### src/rtl/fp_pkg.sv
// FP32 field/constant definitions and sequencer state encoding shared by the
// accumulate sequencer, its interface and the surrounding datapath.
package fp_pkg;

  localparam int SIGN_BIT = 31;
  localparam int EXP_MSB  = 30;
  localparam int EXP_LSB  = 23;
  localparam int FRAC_W   = 23;
  localparam logic [7:0] EXP_ALL_ONES = 8'hFF;

  localparam logic [31:0] FP_QNAN    = 32'h7fc00000;
  localparam logic [31:0] FP_POS_INF = 32'h7f800000;

  typedef enum logic [1:0] {
    IDLE  = 2'd0,
    ACCUM = 2'd1,
    DONE  = 2'd2
  } state_t;

  function automatic logic fp_is_inf(input logic [31:0] v);
    return (v[EXP_MSB:EXP_LSB] == EXP_ALL_ONES) && (v[FRAC_W-1:0] == '0);
  endfunction

  function automatic logic fp_is_nan(input logic [31:0] v);
    return (v[EXP_MSB:EXP_LSB] == EXP_ALL_ONES) && (v[FRAC_W-1:0] != '0);
  endfunction

endpackage

### src/rtl/fp_accum_seq_if.sv
// Element stream, adder operand/result and result handshake of fp_accum_seq.
// out_status exists only when FP_ACCUM_STATUS_EN is defined.
interface fp_accum_seq_if #(parameter int CNT_W = 8);

  logic             start;
  logic [31:0]      seed;
  logic             in_valid;
  logic             in_ready;
  logic [31:0]      in_data;
  logic             in_sub;
  logic             in_last;
  logic [31:0]      add_a;
  logic [31:0]      add_b;
  logic             add_sub;
  logic [31:0]      add_y;
  logic             out_valid;
  logic             out_ready;
  logic [31:0]      out_data;
  logic [CNT_W-1:0] out_count;
  logic             busy;
`ifdef FP_ACCUM_STATUS_EN
  logic [1:0]       out_status;
`endif

  modport slave (
    input  start, seed, in_valid, in_data, in_sub, in_last, add_y, out_ready,
`ifdef FP_ACCUM_STATUS_EN
    output out_status,
`endif
    output in_ready, add_a, add_b, add_sub, out_valid, out_data, out_count, busy
  );

  modport master (
    output start, seed, in_valid, in_data, in_sub, in_last, add_y, out_ready,
`ifdef FP_ACCUM_STATUS_EN
    input  out_status,
`endif
    input  in_ready, add_a, add_b, add_sub, out_valid, out_data, out_count, busy
  );

endinterface

### src/rtl/fp_accum_seq.sv
// FP32 reduction sequencer around an external adder; FP_ACCUM_STATUS_EN adds sticky inf/nan status.
// Latency: accepted element updates acc next cycle; result valid the cycle after the last element.
// Backpressure: in_ready only in ACCUM; result held in DONE until out_ready.
module fp_accum_seq
  import fp_pkg::*;
#(
  parameter int CNT_W = 8
) (
  input  logic clk,
  input  logic reset,
  fp_accum_seq_if.slave bus
);

  state_t           state_q, state_d;
  logic [31:0]      acc_q, acc_d;
  logic [CNT_W-1:0] cnt_q, cnt_d;
  logic             in_ready;
  logic             out_valid;
  logic             accept;

  assign accept = in_ready && bus.in_valid;

  always_ff @(posedge clk) begin
    if (reset) begin
      state_q <= IDLE;
      acc_q   <= '0;
      cnt_q   <= '0;
    end else begin
      state_q <= state_d;
      acc_q   <= acc_d;
      cnt_q   <= cnt_d;
    end
  end

  always_comb begin
    state_d   = state_q;
    acc_d     = acc_q;
    cnt_d     = cnt_q;
    in_ready  = 1'b0;
    out_valid = 1'b0;
    unique case (state_q)
      IDLE: begin
        if (bus.start) begin
          acc_d   = bus.seed;
          cnt_d   = '0;
          state_d = ACCUM;
        end
      end
      ACCUM: begin
        in_ready = 1'b1;
        if (bus.in_valid) begin
          acc_d = bus.add_y;
          // Count sticks at all ones once it saturates.
          cnt_d = (cnt_q == {CNT_W{1'b1}}) ? cnt_q : cnt_q + 1'b1;
          if (bus.in_last) state_d = DONE;
        end
      end
      DONE: begin
        out_valid = 1'b1;
        if (bus.out_ready) state_d = IDLE;
      end
      default: state_d = IDLE;
    endcase
  end

`ifdef FP_ACCUM_STATUS_EN
  logic [1:0] status_q, status_d;

  always_ff @(posedge clk) begin
    if (reset) status_q <= '0;
    else       status_q <= status_d;
  end

  always_comb begin
    status_d = status_q;
    if (state_q == IDLE && bus.start) begin
      status_d = '0;
    end else if (accept) begin
      status_d[0] = status_q[0] | fp_is_inf(bus.add_y);
      status_d[1] = status_q[1] | fp_is_nan(bus.add_y);
    end
  end

  assign bus.out_status = status_q;
`endif

  assign bus.in_ready  = in_ready;
  assign bus.out_valid = out_valid;
  assign bus.out_data  = acc_q;
  assign bus.out_count = cnt_q;
  assign bus.busy      = (state_q != IDLE);
  assign bus.add_a     = acc_q;
  assign bus.add_b     = bus.in_data;
  assign bus.add_sub   = bus.in_sub;

endmodule

### src/flat_wrapper.sv
// flat-port wrapper written by rule: the top's interface ports become plain ports
module fp_accum_seq_flat import fp_pkg::*;
#(
  parameter int CNT_W = 8
)
  (clk, reset, bus_start, bus_seed, bus_in_valid, bus_in_data, bus_in_sub, bus_in_last, bus_add_y, bus_out_ready, bus_in_ready, bus_add_a, bus_add_b, bus_add_sub, bus_out_valid, bus_out_data, bus_out_count, bus_busy);
  fp_accum_seq_if #(.CNT_W(CNT_W)) bus_i ();
  input  logic clk;
  input  logic reset;
  input wire logic [$bits(bus_i.start)-1:0] bus_start;
  input wire logic [$bits(bus_i.seed)-1:0] bus_seed;
  input wire logic [$bits(bus_i.in_valid)-1:0] bus_in_valid;
  input wire logic [$bits(bus_i.in_data)-1:0] bus_in_data;
  input wire logic [$bits(bus_i.in_sub)-1:0] bus_in_sub;
  input wire logic [$bits(bus_i.in_last)-1:0] bus_in_last;
  input wire logic [$bits(bus_i.add_y)-1:0] bus_add_y;
  input wire logic [$bits(bus_i.out_ready)-1:0] bus_out_ready;
  output wire logic [$bits(bus_i.in_ready)-1:0] bus_in_ready;
  output wire logic [$bits(bus_i.add_a)-1:0] bus_add_a;
  output wire logic [$bits(bus_i.add_b)-1:0] bus_add_b;
  output wire logic [$bits(bus_i.add_sub)-1:0] bus_add_sub;
  output wire logic [$bits(bus_i.out_valid)-1:0] bus_out_valid;
  output wire logic [$bits(bus_i.out_data)-1:0] bus_out_data;
  output wire logic [$bits(bus_i.out_count)-1:0] bus_out_count;
  output wire logic [$bits(bus_i.busy)-1:0] bus_busy;
  assign bus_i.start = bus_start;
  assign bus_i.seed = bus_seed;
  assign bus_i.in_valid = bus_in_valid;
  assign bus_i.in_data = bus_in_data;
  assign bus_i.in_sub = bus_in_sub;
  assign bus_i.in_last = bus_in_last;
  assign bus_i.add_y = bus_add_y;
  assign bus_i.out_ready = bus_out_ready;
  assign bus_in_ready = bus_i.in_ready;
  assign bus_add_a = bus_i.add_a;
  assign bus_add_b = bus_i.add_b;
  assign bus_add_sub = bus_i.add_sub;
  assign bus_out_valid = bus_i.out_valid;
  assign bus_out_data = bus_i.out_data;
  assign bus_out_count = bus_i.out_count;
  assign bus_busy = bus_i.busy;
  fp_accum_seq #(.CNT_W(CNT_W)) u_core (.clk(clk), .reset(reset), .bus(bus_i));
endmodule
### config.mk
export PLATFORM = sky130hd
export DESIGN_NAME = fp_accum_seq_flat
export DESIGN_NICKNAME = d
export VERILOG_FILES = /design/src/rtl/fp_pkg.sv /design/src/rtl/fp_accum_seq_if.sv /design/src/rtl/fp_accum_seq.sv /design/src/flat_wrapper.sv
export SDC_FILE = /design/constraint.sdc
export NUM_CORES = 1
export LEC_CHECK = 0
export BUFFER_PORTS_ARGS = -buffer_cell sky130_fd_sc_hd__buf_2
export CAP_MARGIN = 25
export CORE_UTILIZATION = 35
export CTS_CLUSTER_SIZE = 16
export DETAILED_ROUTE_END_ITERATION = 16
export MAX_ROUTING_LAYER = met4
export PLACE_DENSITY = 0.79
export SLEW_MARGIN = 20
export SYNTH_ARGS = -nofsm -noshare
export SYNTH_HDL_FRONTEND = slang
export SYNTH_SLANG_ARGS = --single-unit
### constraint.sdc
create_clock -name clk -period 1.6 [get_ports clk]
set_clock_uncertainty 0.2 [all_clocks]
set_input_delay 0.24 -clock clk [delete_from_list [all_inputs] [get_ports clk]]
set_output_delay 0.24 -clock clk [all_outputs]
set_load 0.005 [all_outputs]
; ---- After elaboration in Yosys (flattened, before gate mapping)
; Cells that the tools add are included.
[totals]
register_bits = 42
in_bits = 103
output_inout_bits = 108
wordCells = 32
[op_classes]
addsub = 1
eq_ne = 8
n_mux = 14
n_reduce_logical = 6
[op_table]
columns = operator, n
row1 = $mux 32, 2
row2 = $pmux 32 s2, 1
row3 = $mux 8, 3
row4 = $pmux 8 s2, 1
row5 = $ne 2x2->1 const B, 5
row6 = $add 8x1->8 const B, 1
row7 = $eq 8x8->1 const B, 1
row8 = $mux 2, 4
row9 = $reduce_and 4->1, 2
row10 = $pmux 2 s3, 1
row11 = $reduce_bool 2->1, 2
row12 = $reduce_and 3->1, 1
row13 = $eq 2x1->1 const B, 1
row14 = $eq 2x2->1 const B, 1
row15 = $logic_not 2->1, 1
row16 = $mux 1, 2

; ---- Logic depth before layout (Yosys ltp)
; Gate-level depths: netlist (run 1).
[logic_depth]
ltp_word = 4
mapped_depth = 6
depth_no_buf = 5

; ---- Least setup slack after synthesis (run 1)
; Ideal clock, no wire load.
[synth_timing]
path_type = register to register
start = register u_core.cnt_q[0], in the netlist u_core.bus.out_count[0]
end = register u_core.cnt_q[5], in the netlist u_core.bus.out_count[5]
setup_ns = 0.133
arrival_ns = 1.295
t_required_ns = 1.267
slack_ns = -0.028
stages_incl_launch_ff = 6
n_path_buf = 0
synth_period_minus_slack_ns = 1.628
cell_sequence = dfxtp_1 -> ha_1 -> nand3_1 -> or2_2 -> nand4b_1 -> o311ai_1
[synth_between]
elab_chain_len = 4
elab_cells_between_ends = 7
cone_classes = add/sub: 1 / eq/ne: 2 / mux: 3 / reduce/logical: 1
[synth_rtl]
columns = element, line
row1 = "start, declared", fp_accum_seq.sv:16  ; logic [CNT_W-1:0] cnt_q, cnt_d;
row2 = "start signal, assigned", fp_accum_seq.sv:31  ; cnt_q <= cnt_d;
row3 = $add 8x1->8, fp_accum_seq.sv:54  ; cnt_d = (cnt_q == {CNT_W{1'b1}}) ? cnt_q : cnt_q + 1'b1;
row4 = $mux 8, fp_accum_seq.sv:54
row5 = $mux 8, fp_accum_seq.sv:51  ; if (bus.in_valid) begin
row6 = $pmux 8 s2, fp_accum_seq.sv:41  ; unique case (state_q)
; Parallel ways exist; a longest one is shown, timed or not. The select of a mux whose other input is x is not followed.
; A chain may end at the register's enable or synchronous reset.

; ---- Worst setup path in the final report (run 1)
[layout_timing]
start = register u_core.cnt_q[0], in the netlist u_core.bus.out_count[0]
end = register u_core.cnt_q[6], in the netlist u_core.bus.out_count[6]
; Same word-level chain as after synthesis.

==> qor.log, run 1 <==
INFO  floorplanning  fp-row-count=30
INFO  clock_tree     clk_pin_slew=0.08ns
INFO  worst_setup_path timing.setup.critical_path_class=reg2reg
INFO  pwr            powerDensity=826nW/um^2
INFO  logic_synthesis post_synth_and_or_nand_nor_area_fraction=22.5%
INFO  global_route   global_route.usage.met3=4.57%
INFO  worst_setup_path path_cells=ha_2 > buf_4 > and3_1 > a41oi_1 > a211oi_2
INFO  logic_synthesis yosysWarningCount=0
INFO  global_route   grt.met2_usage=29.8%
INFO  routing        vias_per_cell=4.86
INFO  logic_synthesis synth_xor_xnor_area_share=0%
INFO  placement      detailed_place.area=2850um^2
INFO  worst_setup_path crit_start=u_core.bus.out_count[0]
INFO  final_layout   layout_common_cells=sky130_fd_sc_hd__buf_2, sky130_fd_sc_hd__nand2_1, sky130_fd_sc_hd__dfxtp_1
INFO  worst_hold_path worst_hold_path.endpoint=u_core.bus.add_a[4]
INFO  floorplanning  fp.dieArea=7460um^2
INFO  global_route   via_count_of_the_first_global_routing_pass=2,195
INFO  final_layout   final.fill_count=704
INFO  final_layout   register_area=846um^2
INFO  clock_tree     insertion_delay=0.28ns
INFO  global_route   grt_pass1_wl=10,100um
INFO  clock_tree     cts_root_buf=sky130_fd_sc_hd__clkbuf_8
INFO  routing        num_vias=2,479
INFO  placement      place_ws=0.0164ns
INFO  final_layout   most_common_library_cell_in_the_layout_ignoring_fill_and_taps=sky130_fd_sc_hd__buf_2
INFO  global_route   met1_usage=19.6%
INFO  routing        post_dr_wirelength_cell=13.2um
INFO  logic_synthesis synth.cell_area=2490um^2
INFO  logic_synthesis synthTopCellsByArea=sky130_fd_sc_hd__dfxtp_1, sky130_fd_sc_hd__buf_4, sky130_fd_sc_hd__a311oi_1
INFO  logic_synthesis synth_fp_nets=420
INFO  worst_setup_path cp_slowest_stage_delay=0.34ns
INFO  sta            hold_violations=0
INFO  worst_setup_path cp.required=1.60ns
INFO  placement      finalWeightedCongestion=0.873
INFO  logic_synthesis post_synth_mux_area_share=0.402%
INFO  logic_synthesis syn-mean-instance-area=7.88um^2
INFO  worst_hold_path hold_path.startpoint=bus_add_y[4]
INFO  sta            rsz0062_at_grt=true
INFO  sta            relSlewSlack=73.4%
INFO  routing        drt_pass_1_iters=4
INFO  routing        route.antenna.remaining_nets=0
INFO  final_layout   final_net_count=517
INFO  clock_tree     ctsHtreeMaxLevel=2
INFO  sta            worst-slew-pin-transition=0.400ns
INFO  final_layout   layout-drive-gt1-share=44.9%
INFO  final_layout   multi_input_comb_area=1030um^2
INFO  logic_synthesis synth.top_cell.area_share=33.8%
INFO  global_route   grt_start_max_net_pins=36
INFO  final_layout   final_cell_area=3160um^2
INFO  worst_setup_path worstRegToRegCells=5
INFO  worst_setup_path critical_path_buf_inv_count=1
INFO  global_route   grt_util_all_layers=17.5%
INFO  worst_setup_path crit_family=compound AO/OA/AOI/OAI gates
INFO  logic_synthesis yosysUniqueCellTypes=35
INFO  worst_setup_path timing.rr.start=u_core.bus.out_count[0]
INFO  pwr            power.total=2610uW
INFO  worst_setup_path critPathLaunchType=register
INFO  routing        drc_errors=0
INFO  worst_hold_path min_path_cells=3
INFO  run            max_capacitance_violation_count=0
INFO  logic_synthesis synth-compound-area-share=16.6%
INFO  pwr            leakagePower=0.00158uW
INFO  sta            hold_ws=0.00946ns
INFO  worst_setup_path ff2ff_setup_slack=0.03ns
INFO  floorplanning  die-height=86.3um
INFO  placement      numPortBuffers=144
INFO  routing        drt_iter0_drc=98
INFO  clock_tree     cts-root-to-sink-buffers=2
INFO  worst_setup_path critical-path-slowest-cell=sky130_fd_sc_hd__dfxtp_1
INFO  floorplanning  width_of_the_die=86.3um
INFO  final_layout   final_core_util=46.2%
INFO  worst_hold_path min-delay-path-class=in2reg
INFO  sta            share_of_the_clock_period_used_by_the_worst_path_after_layout=98.2%
INFO  floorplanning  floorplan.initialDensity=36.4%
INFO  global_route   grt_antenna_before_repair=0
INFO  clock_tree     cts_tree=done
INFO  sta            timing.final.ws_setup=0.0284ns
INFO  global_route   gr-total-overflow=0
INFO  placement      dp_hpwl=4530um
INFO  clock_tree     numClockSinks=42
INFO  logic_synthesis postSynthCellCount=316
INFO  final_layout   n_antenna_cell=0
INFO  floorplanning  core-area=6830um^2
INFO  sta            max_freq=636MHz
INFO  status         outcome=complete, no violations
INFO  logic_synthesis yosysTopAreaCell=sky130_fd_sc_hd__dfxtp_1
INFO  pwr            power.ir.vdd_worst=0.323mV
INFO  worst_setup_path critical_path_peak_fanout=3
INFO  floorplanning  design.portCount=211
INFO  final_layout   flow.area_growth_from_synthesis=26.8%
INFO  clock_tree     tritoncts.num_buffers=5
INFO  worst_setup_path setup.worst_path.end_class=register
INFO  sta            pins_over_their_slew_limit=0
INFO  logic_synthesis post_synth_fa_ha_maj_area_fraction=0.503%
INFO  logic_synthesis combinational_family_with_the_most_area_after_synthesis=buffers and inverters
INFO  logic_synthesis ys_seq_area_share=33.8%
INFO  routing        postRouteWirelength=6720um
INFO  worst_setup_path worst_path_arrival=1.58ns
INFO  logic_synthesis postSynthRegisterBits=42
INFO  worst_setup_path timing.rr.end=u_core.bus.out_count[6]
INFO  sta            timing.final.crit_period=1.57ns
INFO  sta            finalSetupViolCount=0
INFO  global_route   globalRoute.busiestLayer=met2
-- flip-flops by register name, indices dropped and copies added (netlist names) --
register	count
u_core.bus.add_a	32
u_core.bus.out_count	8
u_core.state_q	2
-- worst reg2reg max path, stage by stage (launching register included) --
cell                       delay (ns)
sky130_fd_sc_hd__dfxtp_1         0.34
sky130_fd_sc_hd__ha_2            0.21
sky130_fd_sc_hd__buf_4           0.12
sky130_fd_sc_hd__and3_1          0.22
sky130_fd_sc_hd__a41oi_1         0.17
sky130_fd_sc_hd__a211oi_2        0.23
-- cell families (layout without fill, tap and decap cells) --
group / after synthesis / after routing
and+or+nand+nor: 129 / 129
buffers and inverters: 91 / 189
AOI/OAI and AO/OA: 52 / 52
DFF: 42 / 42
adders and majority gates: 1 / 1
muxes: 1 / 1
-- worst max path at each step --
stage / end / slack [ns] / cells after the start
floorplan: u_core.bus.out_count[5] / 0.01 / 5
global placement: u_core.bus.out_count[3] / 0.07 / 6
detailed placement: u_core.bus.add_a[2] / 0.02 / 5
CTS: u_core.bus.out_count[5] / 0.02 / 4
global route: u_core.bus.add_a[27] / -0.07 / 5
finish: u_core.bus.out_count[6] / 0.03 / 5
-- routing by layer --
layer | vias to the layer above | share of wire (%) | wire, um
met4 | 0 | 2.4 | 163
li1 | 1213 | - | -
met2 | 121 | 49 | 3270
met1 | 1122 | 41 | 2740
met5 | - | 0 | 0
met3 | 23 | 8.1 | 543
-- synth_stat cells --
cell	n
sky130_fd_sc_hd__nand3_1	5
sky130_fd_sc_hd__nand2b_1	1
sky130_fd_sc_hd__nor2_1	38
sky130_fd_sc_hd__o31ai_1	2
sky130_fd_sc_hd__inv_1	6
sky130_fd_sc_hd__o21a_1	1
sky130_fd_sc_hd__buf_6	6
sky130_fd_sc_hd__nor3b_1	1
sky130_fd_sc_hd__a41oi_1	1
sky130_fd_sc_hd__nor3_4	1
sky130_fd_sc_hd__a311oi_1	32
sky130_fd_sc_hd__ha_1	1
sky130_fd_sc_hd__o21ai_0	6
sky130_fd_sc_hd__o31a_1	1
sky130_fd_sc_hd__or2_1	1
sky130_fd_sc_hd__dfxtp_1	42
sky130_fd_sc_hd__nor2_4	1
sky130_fd_sc_hd__nor4_1	1
sky130_fd_sc_hd__nand2_1	67
sky130_fd_sc_hd__or4_1	1
sky130_fd_sc_hd__or2_2	2
sky130_fd_sc_hd__o211a_1	1
sky130_fd_sc_hd__clkbuf_1	5
sky130_fd_sc_hd__and3_1	1
sky130_fd_sc_hd__a211oi_2	1
sky130_fd_sc_hd__buf_2	4
sky130_fd_sc_hd__mux2i_1	1
sky130_fd_sc_hd__a21oi_1	5
sky130_fd_sc_hd__o22ai_1	1
sky130_fd_sc_hd__buf_4	70
sky130_fd_sc_hd__nor2b_1	1
sky130_fd_sc_hd__nand4b_1	2
sky130_fd_sc_hd__nand4_1	5
sky130_fd_sc_hd__o311ai_1	1
sky130_fd_sc_hd__nor3_1	1
-- what timing repair did --
item | 4_1_cts | 5_1_grt
hold buffers | 9 | 1
endpoints found under the hold margin | 8 | 1
pin swaps | 0 | 8
setup endpoints to repair | 3 | 26
setup buffers | 3 | 2
gates cloned | 1 | 0
resized for setup | 8 | 6
-- final cells by class --
type                            instances  area share [%]
Clock inverter                          1           0.159
Multi-Input combinational cell        183            32.6
Sequential cell                        42            26.8
Tap cell                               96            3.80
Clock buffer                            7            2.73
Inverter                                6           0.713
Timing Repair Buffer                  175            33.2
-- power breakdown --
part           switching, uW  internal, uW
logic                    343           365
clock network            348           348
registers               66.0          1140
total                    758          1850
-- stage by stage --
| stage | setup TNS [ns] | cells |
|---|---|---|
| finish | 0 | 510 |
| global route | -0.371 | 510 |
| CTS | 0 | 507 |
| detailed placement | 0 | 486 |
| global placement | 0 | 486 |
| floorplan | 0 | 316 |
Power figures use the tool's default switching activity.
==> run 2, diff against run 1 <==
==> constraint.sdc (replaced) <==
create_clock -name clk -period 1.6 [get_ports clk]
set_clock_uncertainty 0.2 [all_clocks]
set_input_delay 0 -clock clk [delete_from_list [all_inputs] [get_ports clk]]
set_output_delay 0 -clock clk [all_outputs]
set_load 0.005 [all_outputs]
==> run 2 against run 1 <==
  * The flow now stops in 4_1_cts
  * Synthesized area did not move
  * Synthesized cell count is the same
==> qor.log, run 2 <==
INFO  status         outcome=aborted with a tool error
INFO  status         stop_stage=4_1_cts
INFO  status         error=[ERROR RSZ-0060] Max buffer count reached.
INFO  logic_synthesis postSynthRegisterBits=42
INFO  clock_tree     tritoncts.num_buffers=5
INFO  clock_tree     numClockSinks=42
INFO  floorplanning  die-height=86.3um
INFO  logic_synthesis postSynthCellCount=316
INFO  clock_tree     cts-root-to-sink-buffers=2
INFO  clock_tree     cts-resized-gates=1
INFO  floorplanning  width_of_the_die=86.3um
INFO  clock_tree     cts_root_buf=sky130_fd_sc_hd__clkbuf_8
INFO  logic_synthesis synth.top_cell.area_share=33.8%
INFO  logic_synthesis yosysWarningCount=0
INFO  floorplanning  fp-row-count=30
INFO  floorplanning  floorplan.initialDensity=36.4%
INFO  placement      dp_hpwl=4520um
INFO  logic_synthesis yosys.cell_count.top_type=sky130_fd_sc_hd__buf_4
INFO  logic_synthesis synth.top_cells.by_count=sky130_fd_sc_hd__buf_4, sky130_fd_sc_hd__nand2_1, sky130_fd_sc_hd__dfxtp_1
INFO  logic_synthesis yosys_most_used_dff=sky130_fd_sc_hd__dfxtp_1
INFO  floorplanning  design.portCount=211
INFO  logic_synthesis syn-mean-instance-area=7.88um^2
INFO  logic_synthesis synth_fp_nets=420
INFO  logic_synthesis synth-edff-count=0
INFO  clock_tree     cts_hold_buf=101
INFO  logic_synthesis synthTopCellsByArea=sky130_fd_sc_hd__dfxtp_1, sky130_fd_sc_hd__buf_4, sky130_fd_sc_hd__a311oi_1
INFO  logic_synthesis postSynth.asyncResetShare=0%
INFO  placement      numPortBuffers=144
INFO  logic_synthesis synth.cell_area=2490um^2
INFO  clock_tree     ctsHtreeMaxLevel=2
INFO  clock_tree     count_of_buffers_added_by_post_cts_timing_repair_for_setup=0
INFO  logic_synthesis yosysTopAreaCell=sky130_fd_sc_hd__dfxtp_1
INFO  placement      finalWeightedCongestion=0.861
INFO  logic_synthesis ys_seq_area_share=33.8%
INFO  logic_synthesis yosysUniqueCellTypes=35
-- run 2: cell counts after synthesis --
No cell type changed its count.
-- run 2: through the flow --
stage	hold WS, ns	setup slack [ns]	instances	utilization, %	cell area, um^2
after detailed placement	-0.200	0.0221	485	41.7	2850
after global placement	-0.200	0.100	485	41.7	2850
after floorplan	-0.119	0.0136	316	-	2490
-- run 2: cell families after synthesis --
family	synth area share, %
AO/OA/AOI/OAI	16.6
AND/OR/NAND/NOR	22.5
multiplexers	0.402
flip-flops	33.8
adder cells (fa/ha/maj)	0.502
buffers and inverters	26.3
==> run 3, diff against run 2 <==
--- a/config.mk
+++ b/config.mk
@@ -7,11 +7,9 @@
 export LEC_CHECK = 0
 export BUFFER_PORTS_ARGS = -buffer_cell sky130_fd_sc_hd__buf_2
 export CAP_MARGIN = 25
-export CORE_UTILIZATION = 35
-export CTS_CLUSTER_SIZE = 16
+export CORE_UTILIZATION = 25
 export DETAILED_ROUTE_END_ITERATION = 16
-export MAX_ROUTING_LAYER = met4
-export PLACE_DENSITY = 0.79
+export PLACE_DENSITY_LB_ADDON = 0.15
 export SLEW_MARGIN = 20
 export SYNTH_ARGS = -nofsm -noshare
 export SYNTH_HDL_FRONTEND = slang
==> constraint.sdc (replaced) <==
create_clock -name clk -period 2.1 [get_ports clk]
set_clock_uncertainty 0.2 [all_clocks]
set_input_delay 0 -clock clk [delete_from_list [all_inputs] [get_ports clk]]
set_output_delay 0 -clock clk [all_outputs]
set_load 0.005 [all_outputs]
==> run 3 against run 2 <==
  * The run now ends clean
==> qor.log, run 3 (synthesis gave the netlist of run 1 again) <==
INFO  worst_setup_path timing.rr.end=u_core.bus.out_count[5]
INFO  sta            worst-slew-pin-transition=0.410ns
INFO  worst_setup_path worstRegToRegCells=5
INFO  worst_setup_path setup.worst_path.end_class=register
INFO  worst_hold_path min-delay-path-class=in2reg
INFO  global_route   grt_antenna_before_repair=0
INFO  clock_tree     cts_root_buf=sky130_fd_sc_hd__clkbuf_8
INFO  pwr            powerDensity=535nW/um^2
INFO  global_route   met1_usage=17.1%
INFO  placement      numPortBuffers=144
INFO  worst_setup_path timing.rr.start=u_core.bus.out_count[0]
INFO  sta            share_of_the_clock_period_used_by_the_worst_path_after_layout=84.5%
INFO  global_route   grt_pass1_wl=11,700um
INFO  global_route   grt_util_all_layers=14.4%
INFO  worst_setup_path critical_path_peak_fanout=6
INFO  global_route   gr-total-overflow=0
INFO  placement      finalWeightedCongestion=0.751
INFO  final_layout   final_core_util=40.4%
INFO  floorplanning  floorplan.initialDensity=25.6%
INFO  worst_hold_path hold_path.startpoint=bus_add_y[23]
INFO  global_route   globalRoute.busiestLayer=met2
INFO  final_layout   largest_register_ff_count=32
INFO  final_layout   final_net_count=597
INFO  clock_tree     ctsHtreeMaxLevel=2
INFO  floorplanning  fp-row-count=36
INFO  routing        route.antenna.remaining_nets=0
INFO  routing        post_dr_wirelength_cell=12.7um
INFO  worst_setup_path ff2ff_setup_slack=0.33ns
INFO  sta            rsz0062_at_grt=false
INFO  global_route   global_route.usage.met3=2.69%
INFO  global_route   grt_start_max_net_pins=32
INFO  floorplanning  fp.dieArea=10,400um^2
INFO  final_layout   layout_common_cells=sky130_fd_sc_hd__buf_2, sky130_fd_sc_hd__dlygate4sd3_1, sky130_fd_sc_hd__nand2_1
INFO  sta            timing.final.crit_period=1.77ns
INFO  floorplanning  design.portCount=211
INFO  worst_setup_path timing.setup.critical_path_class=reg2reg
INFO  clock_tree     insertion_delay=0.29ns
INFO  routing        postRouteWirelength=7940um
INFO  global_route   via_count_of_the_first_global_routing_pass=2,433
INFO  sta            totalNegativeSetupSlack=0ns
INFO  global_route   grt.met2_usage=26.2%
INFO  final_layout   flow.area_growth_from_synthesis=57.8%
INFO  worst_setup_path critPathLaunchType=register
INFO  final_layout   most_common_library_cell_in_the_layout_ignoring_fill_and_taps=sky130_fd_sc_hd__buf_2
INFO  worst_setup_path cp.required=2.07ns
INFO  sta            relSlewSlack=72.6%
INFO  placement      detailed_place.area=2810um^2
INFO  worst_hold_path min_path_cells=4
INFO  sta            hold_violations=0
INFO  pwr            power.ir.vdd_worst=0.266mV
INFO  floorplanning  core-area=9730um^2
INFO  final_layout   n_antenna_cell=0
INFO  clock_tree     tritoncts.num_buffers=5
INFO  routing        num_vias=2,761
INFO  sta            max_freq=564MHz
INFO  placement      dp_hpwl=5020um
INFO  clock_tree     cts_tree=done
INFO  final_layout   final_cell_area=3930um^2
INFO  final_layout   layout-drive-gt1-share=33.4%
INFO  floorplanning  die-height=102um
INFO  clock_tree     clk_pin_slew=0.09ns
INFO  clock_tree     numClockSinks=42
INFO  floorplanning  width_of_the_die=102um
INFO  routing        drt_iter0_drc=74
INFO  worst_setup_path worst_path_arrival=1.75ns
INFO  sta            pins_over_their_slew_limit=0
INFO  routing        drc_errors=0
INFO  status         outcome=complete, no violations
INFO  worst_hold_path worst_hold_path.endpoint=u_core.bus.add_a[23]
INFO  sta            finalSetupViolCount=0
INFO  final_layout   final.fill_count=1,001
INFO  run            max_capacitance_violation_count=0
INFO  routing        vias_per_cell=4.40
INFO  clock_tree     cts-root-to-sink-buffers=2
INFO  pwr            leakagePower=0.00188uW
INFO  clock_tree     count_of_buffers_added_by_post_cts_timing_repair_for_setup=0
INFO  routing        drt_pass_1_iters=4
==> run 3: metrics by stage <==
stage                     power [uW]  hold WS, ns  instances  setup slack [ns]
after global routing            2260        0.324        627             0.215
after floorplan                 1320       -0.119        316             0.472
after detailed placement        1420       -0.200        516             0.367
after global placement          1410       -0.200        516             0.403
final                           2100        0.311        627             0.326
after CTS                       2150        0.296        627             0.353
==> run 3: worst max path at each step <==
stage | start | endpoint | slack, ns | depth (start not counted)
floorplan | u_core.bus.out_count[0] | u_core.bus.out_count[5] | 0.47 | 5
global placement | u_core.bus.out_count[0] | u_core.bus.out_count[5] | 0.40 | 5
detailed placement | u_core.bus.out_count[0] | u_core.bus.out_count[5] | 0.37 | 5
CTS | u_core.bus.out_count[0] | u_core.bus.out_count[5] | 0.35 | 5
finish | u_core.bus.out_count[0] | u_core.bus.out_count[5] | 0.33 | 5
global route | u_core.state_q[0] | u_core.bus.add_a[9] | 0.22 | 5
==> run 3: layer usage <==
layer	vias up	share of wire (%)
li1	1372	-
met1	1251	45
met2	134	48
met3	4	6.2
met4	0	0.62
met5	-	0
==> run 3: timing repair <==
action | 4_1_cts | 5_1_grt
gates resized for setup | 0 | 0
hold buffers | 103 | 0
endpoints found under the hold margin | 75 | 0
==> run 3: worst max-delay path, stage by stage, from the launching register on <==
cell                       delay (ns)
sky130_fd_sc_hd__dfxtp_1         0.43
sky130_fd_sc_hd__ha_1            0.25
sky130_fd_sc_hd__nand3_1         0.20
sky130_fd_sc_hd__or2_2           0.38
sky130_fd_sc_hd__nand4b_1        0.10
sky130_fd_sc_hd__o311ai_1        0.10
==> run 3: power by group <==
part / internal, uW / leakage (uW) / total (uW) / switching [uW]
logic: 348 / 0.00148 / 628 / 280
clock network: 266 / 0.0000482 / 552 / 286
registers: 867 / 0.000347 / 921 / 54.4
total: 1480 / 0.00188 / 2100 / 620
==> run 3: final cells by class <==
type	count	area (um^2)	share of cell area (%)
Timing Repair Buffer	255	1810	46.1
Multi-Input combinational cell	183	997	25.4
Sequential cell	42	841	21.4
Tap cell	133	166	4.23
Clock buffer	7	86.3	2.20
Inverter	6	22.5	0.573
Clock inverter	1	5.00	0.127
==> run 4, diff against run 3 <==
--- a/config.mk
+++ b/config.mk
@@ -5,6 +5,7 @@
 export SDC_FILE = /design/constraint.sdc
 export NUM_CORES = 1
 export LEC_CHECK = 0
+export ABC_AREA = 1
 export BUFFER_PORTS_ARGS = -buffer_cell sky130_fd_sc_hd__buf_2
 export CAP_MARGIN = 25
 export CORE_UTILIZATION = 25
==> constraint.sdc (replaced) <==
create_clock -name clk -period 1.65 [get_ports clk]
set_clock_uncertainty 0.2 [all_clocks]
set_input_delay 0 -clock clk [delete_from_list [all_inputs] [get_ports clk]]
set_output_delay 0 -clock clk [all_outputs]
set_load 0.005 [all_outputs]
==> run 4 against run 3 <==
  * Fmax grew 16%
  * Combinational power rose by 35%
  * Utilization grew 2.5 points
  * Register-to-register slack worse by 0.20 ns
  * Sequential share of layout area decreased by 0.49 points
  * Via count increased by 2.0%
  * Routed wire length increased by 4.5%
  * Global-route usage rose by 1.4 points
  * Clock-buffer cell count did not move
  * Critical endpoint is now u_core.bus.add_a[3]
  * Largest power group unchanged
==> qor.log, run 4 <==
INFO  status         outcome=complete, no violations
INFO  placement      post-place-cells=535
INFO  worst_hold_path worst_hold_path.endpoint=u_core.bus.out_count[1]
INFO  sta            max_freq=655MHz
INFO  logic_synthesis synth_fp_nets=437
INFO  floorplanning  core-area=9370um^2
INFO  routing        post_dr_wirelength_cell=12.8um
INFO  logic_synthesis yosysWarningCount=0
INFO  pwr            power.total=2840uW
INFO  final_layout   layout_common_cells=sky130_fd_sc_hd__buf_2, sky130_fd_sc_hd__dlygate4sd3_1, sky130_fd_sc_hd__nand2_1
INFO  logic_synthesis ys_seq_area_share=34.2%
INFO  clock_tree     insertion_delay=0.29ns
INFO  pwr            powerDensity=706nW/um^2
INFO  clock_tree     ctsHtreeMaxLevel=2
INFO  floorplanning  floorplan.initialDensity=26.3%
INFO  routing        num_vias=2,815
INFO  clock_tree     cts_root_buf=sky130_fd_sc_hd__clkbuf_8
INFO  worst_setup_path timing.rr.start=u_core.state_q[1]
INFO  logic_synthesis synthTopCellsByArea=sky130_fd_sc_hd__dfxtp_1, sky130_fd_sc_hd__buf_4, sky130_fd_sc_hd__nand2_1
INFO  worst_setup_path timing.rr.end=u_core.bus.add_a[3]
INFO  global_route   grt_start_max_net_pins=39
INFO  sta            share_of_the_clock_period_used_by_the_worst_path_after_layout=92.6%
INFO  sta            finalSetupViolCount=0
INFO  worst_hold_path hold_path.startpoint=bus_in_valid
INFO  worst_setup_path critPathLaunchType=register
INFO  worst_setup_path worstRegToRegCells=6
INFO  final_layout   final.fill_count=969
INFO  routing        route.antenna.remaining_nets=0
INFO  final_layout   most_common_library_cell_in_the_layout_ignoring_fill_and_taps=sky130_fd_sc_hd__buf_2
INFO  final_layout   largest_register_ff_count=32
INFO  clock_tree     tritoncts.num_buffers=5
INFO  global_route   grt_pass1_wl=12,700um
INFO  logic_synthesis postSynthCellCount=333
INFO  final_layout   layout-drive-gt1-share=35.2%
INFO  final_layout   register_area=841um^2
INFO  worst_setup_path ff2ff_setup_slack=0.12ns
INFO  logic_synthesis yosysTopAreaCell=sky130_fd_sc_hd__dfxtp_1
INFO  global_route   grt_util_all_layers=15.8%
INFO  logic_synthesis yosys.cell_count.top_type=sky130_fd_sc_hd__nand2_1
INFO  worst_setup_path cp.required=1.66ns
INFO  logic_synthesis synth.top_cell.area_share=34.2%
INFO  global_route   grt_antenna_before_repair=0
INFO  worst_setup_path worst_path_arrival=1.54ns
INFO  clock_tree     cts-root-to-sink-buffers=2
INFO  sta            worst-slew-pin-transition=0.388ns
INFO  logic_synthesis syn-mean-instance-area=7.39um^2
INFO  logic_synthesis postSynth.asyncResetShare=0%
INFO  sta            relSlewSlack=74.1%
INFO  clock_tree     numClockSinks=42
INFO  routing        vias_per_cell=4.36
INFO  clock_tree     clk_pin_slew=0.09ns
INFO  pwr            leakagePower=0.00193uW
INFO  worst_hold_path min-delay-path-class=in2reg
INFO  logic_synthesis yosys_most_used_dff=sky130_fd_sc_hd__dfxtp_1
INFO  logic_synthesis synth.cell_area=2460um^2
INFO  final_layout   final_net_count=620
INFO  final_layout   multi_input_comb_area=983um^2
INFO  sta            pins_over_their_slew_limit=0
INFO  global_route   gr-total-overflow=0
INFO  sta            totalNegativeSetupSlack=0ns
INFO  worst_setup_path timing.setup.critical_path_class=reg2reg
INFO  floorplanning  fp-row-count=35
INFO  clock_tree     cts_tree=done
INFO  logic_synthesis synth-edff-count=0
INFO  sta            timing.final.crit_period=1.53ns
INFO  placement      dp_hpwl=5220um
INFO  run            max_capacitance_violation_count=0
INFO  floorplanning  die-height=101um
INFO  logic_synthesis yosysUniqueCellTypes=29
INFO  routing        drt_pass_1_iters=4
INFO  logic_synthesis postSynthRegisterBits=42
INFO  placement      finalWeightedCongestion=0.756
INFO  routing        drt_iter0_drc=70
INFO  floorplanning  width_of_the_die=101um
INFO  placement      numPortBuffers=144
INFO  clock_tree     count_of_buffers_added_by_post_cts_timing_repair_for_setup=0
INFO  logic_synthesis synth.top_cells.by_count=sky130_fd_sc_hd__nand2_1, sky130_fd_sc_hd__buf_4, sky130_fd_sc_hd__dfxtp_1
INFO  final_layout   n_antenna_cell=0
INFO  sta            hold_violations=0
INFO  routing        postRouteWirelength=8300um
INFO  floorplanning  fp.dieArea=10,200um^2
INFO  floorplanning  design.portCount=211
INFO  routing        drc_errors=0
INFO  worst_setup_path setup.worst_path.end_class=register
INFO  final_layout   flow.area_growth_from_synthesis=63.4%
INFO  worst_setup_path critical_path_peak_fanout=32
INFO  pwr            power.ir.vdd_worst=0.288mV
INFO  final_layout   finalNonFillerCells=646
INFO  global_route   via_count_of_the_first_global_routing_pass=2,699
INFO  worst_hold_path min_path_cells=5
[run 4: cell types whose count changed after synthesis, moves of 7 or more]
| cell | delta |
|---|---|
| sky130_fd_sc_hd__a311oi_1 | -32 |
| sky130_fd_sc_hd__a31oi_1 | +32 |
| sky130_fd_sc_hd__o21ai_0 | +28 |
| sky130_fd_sc_hd__nor2_1 | -26 |
| sky130_fd_sc_hd__nand2_1 | +12 |
| sky130_fd_sc_hd__buf_2 | +8 |
| sky130_fd_sc_hd__nand3_1 | +7 |
[run 4: cell families after synthesis]
group,synth area share [%]
flops,34.2
simple gates,20.1
compound gates,18.5
xor+xnor,0.356
fa+ha+maj,0.508
buf+inv,26.3
[run 4: worst max path at each step]
| stage | start | to | slack (ns) | cells past startpoint |
|---|---|---|---|---|
| 3_5_place_dp | u_core.bus.out_count[0] | u_core.bus.out_count[5] | 0.11 | 8 |
| 6_report | u_core.state_q[1] | u_core.bus.add_a[3] | 0.12 | 6 |
| 2_1_floorplan | u_core.bus.out_count[0] | u_core.bus.out_count[7] | 0.1 | 9 |
| 4_1_cts | u_core.bus.out_count[0] | u_core.bus.out_count[5] | 0.09 | 8 |
| 5_1_grt | u_core.state_q[1] | u_core.bus.add_a[3] | -0.006 | 6 |
| 3_3_place_gp | u_core.bus.out_count[0] | u_core.bus.out_count[5] | 0.13 | 8 |
[run 4: per-layer routing]
| layer | wire (um) | global-route usage (%) | share of wire (%) |
|---|---|---|---|
| met5 | 0 | 0 | 0 |
| met4 | 133 | 5.80 | 1.6 |
| met3 | 481 | 2.55 | 5.8 |
| met2 | 4360 | 30.4 | 52 |
| met1 | 3330 | 17.3 | 40 |
[run 4: final cells by class]
type,instances,area share [%]
inverter,12,1.18
tap,129,4.01
timing repair buffer,261,46.8
clock buffer,7,1.90
clock inverter,1,0.747
sequential,42,20.9
multi-input combinational,194,24.5
[run 4: stage by stage]
step | utilization, % | worst slack [ns] | hold slack, ns | cell area [um^2]
after floorplan | - | 0.0963 | -0.119 | 2460
final | 42.9 | 0.123 | 0.0485 | 4020
after global placement | 30.7 | 0.128 | -0.200 | 2870
after detailed placement | 30.7 | 0.106 | -0.200 | 2870
after global routing | 42.9 | -0.00646 | 0.0564 | 4020
after CTS | 42.8 | 0.0882 | 0.0724 | 4010
[run 4: critical path, stage by stage (launching register included)]
cell,delay (ns)
sky130_fd_sc_hd__dfxtp_1,0.34
sky130_fd_sc_hd__nor2_1,0.20
sky130_fd_sc_hd__nand2_2,0.11
sky130_fd_sc_hd__nand2_4,0.14
sky130_fd_sc_hd__buf_12,0.19
sky130_fd_sc_hd__o21ai_0,0.09
sky130_fd_sc_hd__a31oi_1,0.17
[run 4: where the power goes]
part / internal [uW] / switching (uW)
registers: 1110 / 64.8
logic: 460 / 390
clock network: 454 / 360
total: 2020 / 815
[run 4: repair_timing]
action / 4_1_cts / 5_1_grt
endpoints found under the hold margin: 72 / 0
setup endpoints to repair: 0 / 3
hold buffers: 103 / 0
resized for setup: 0 / 3
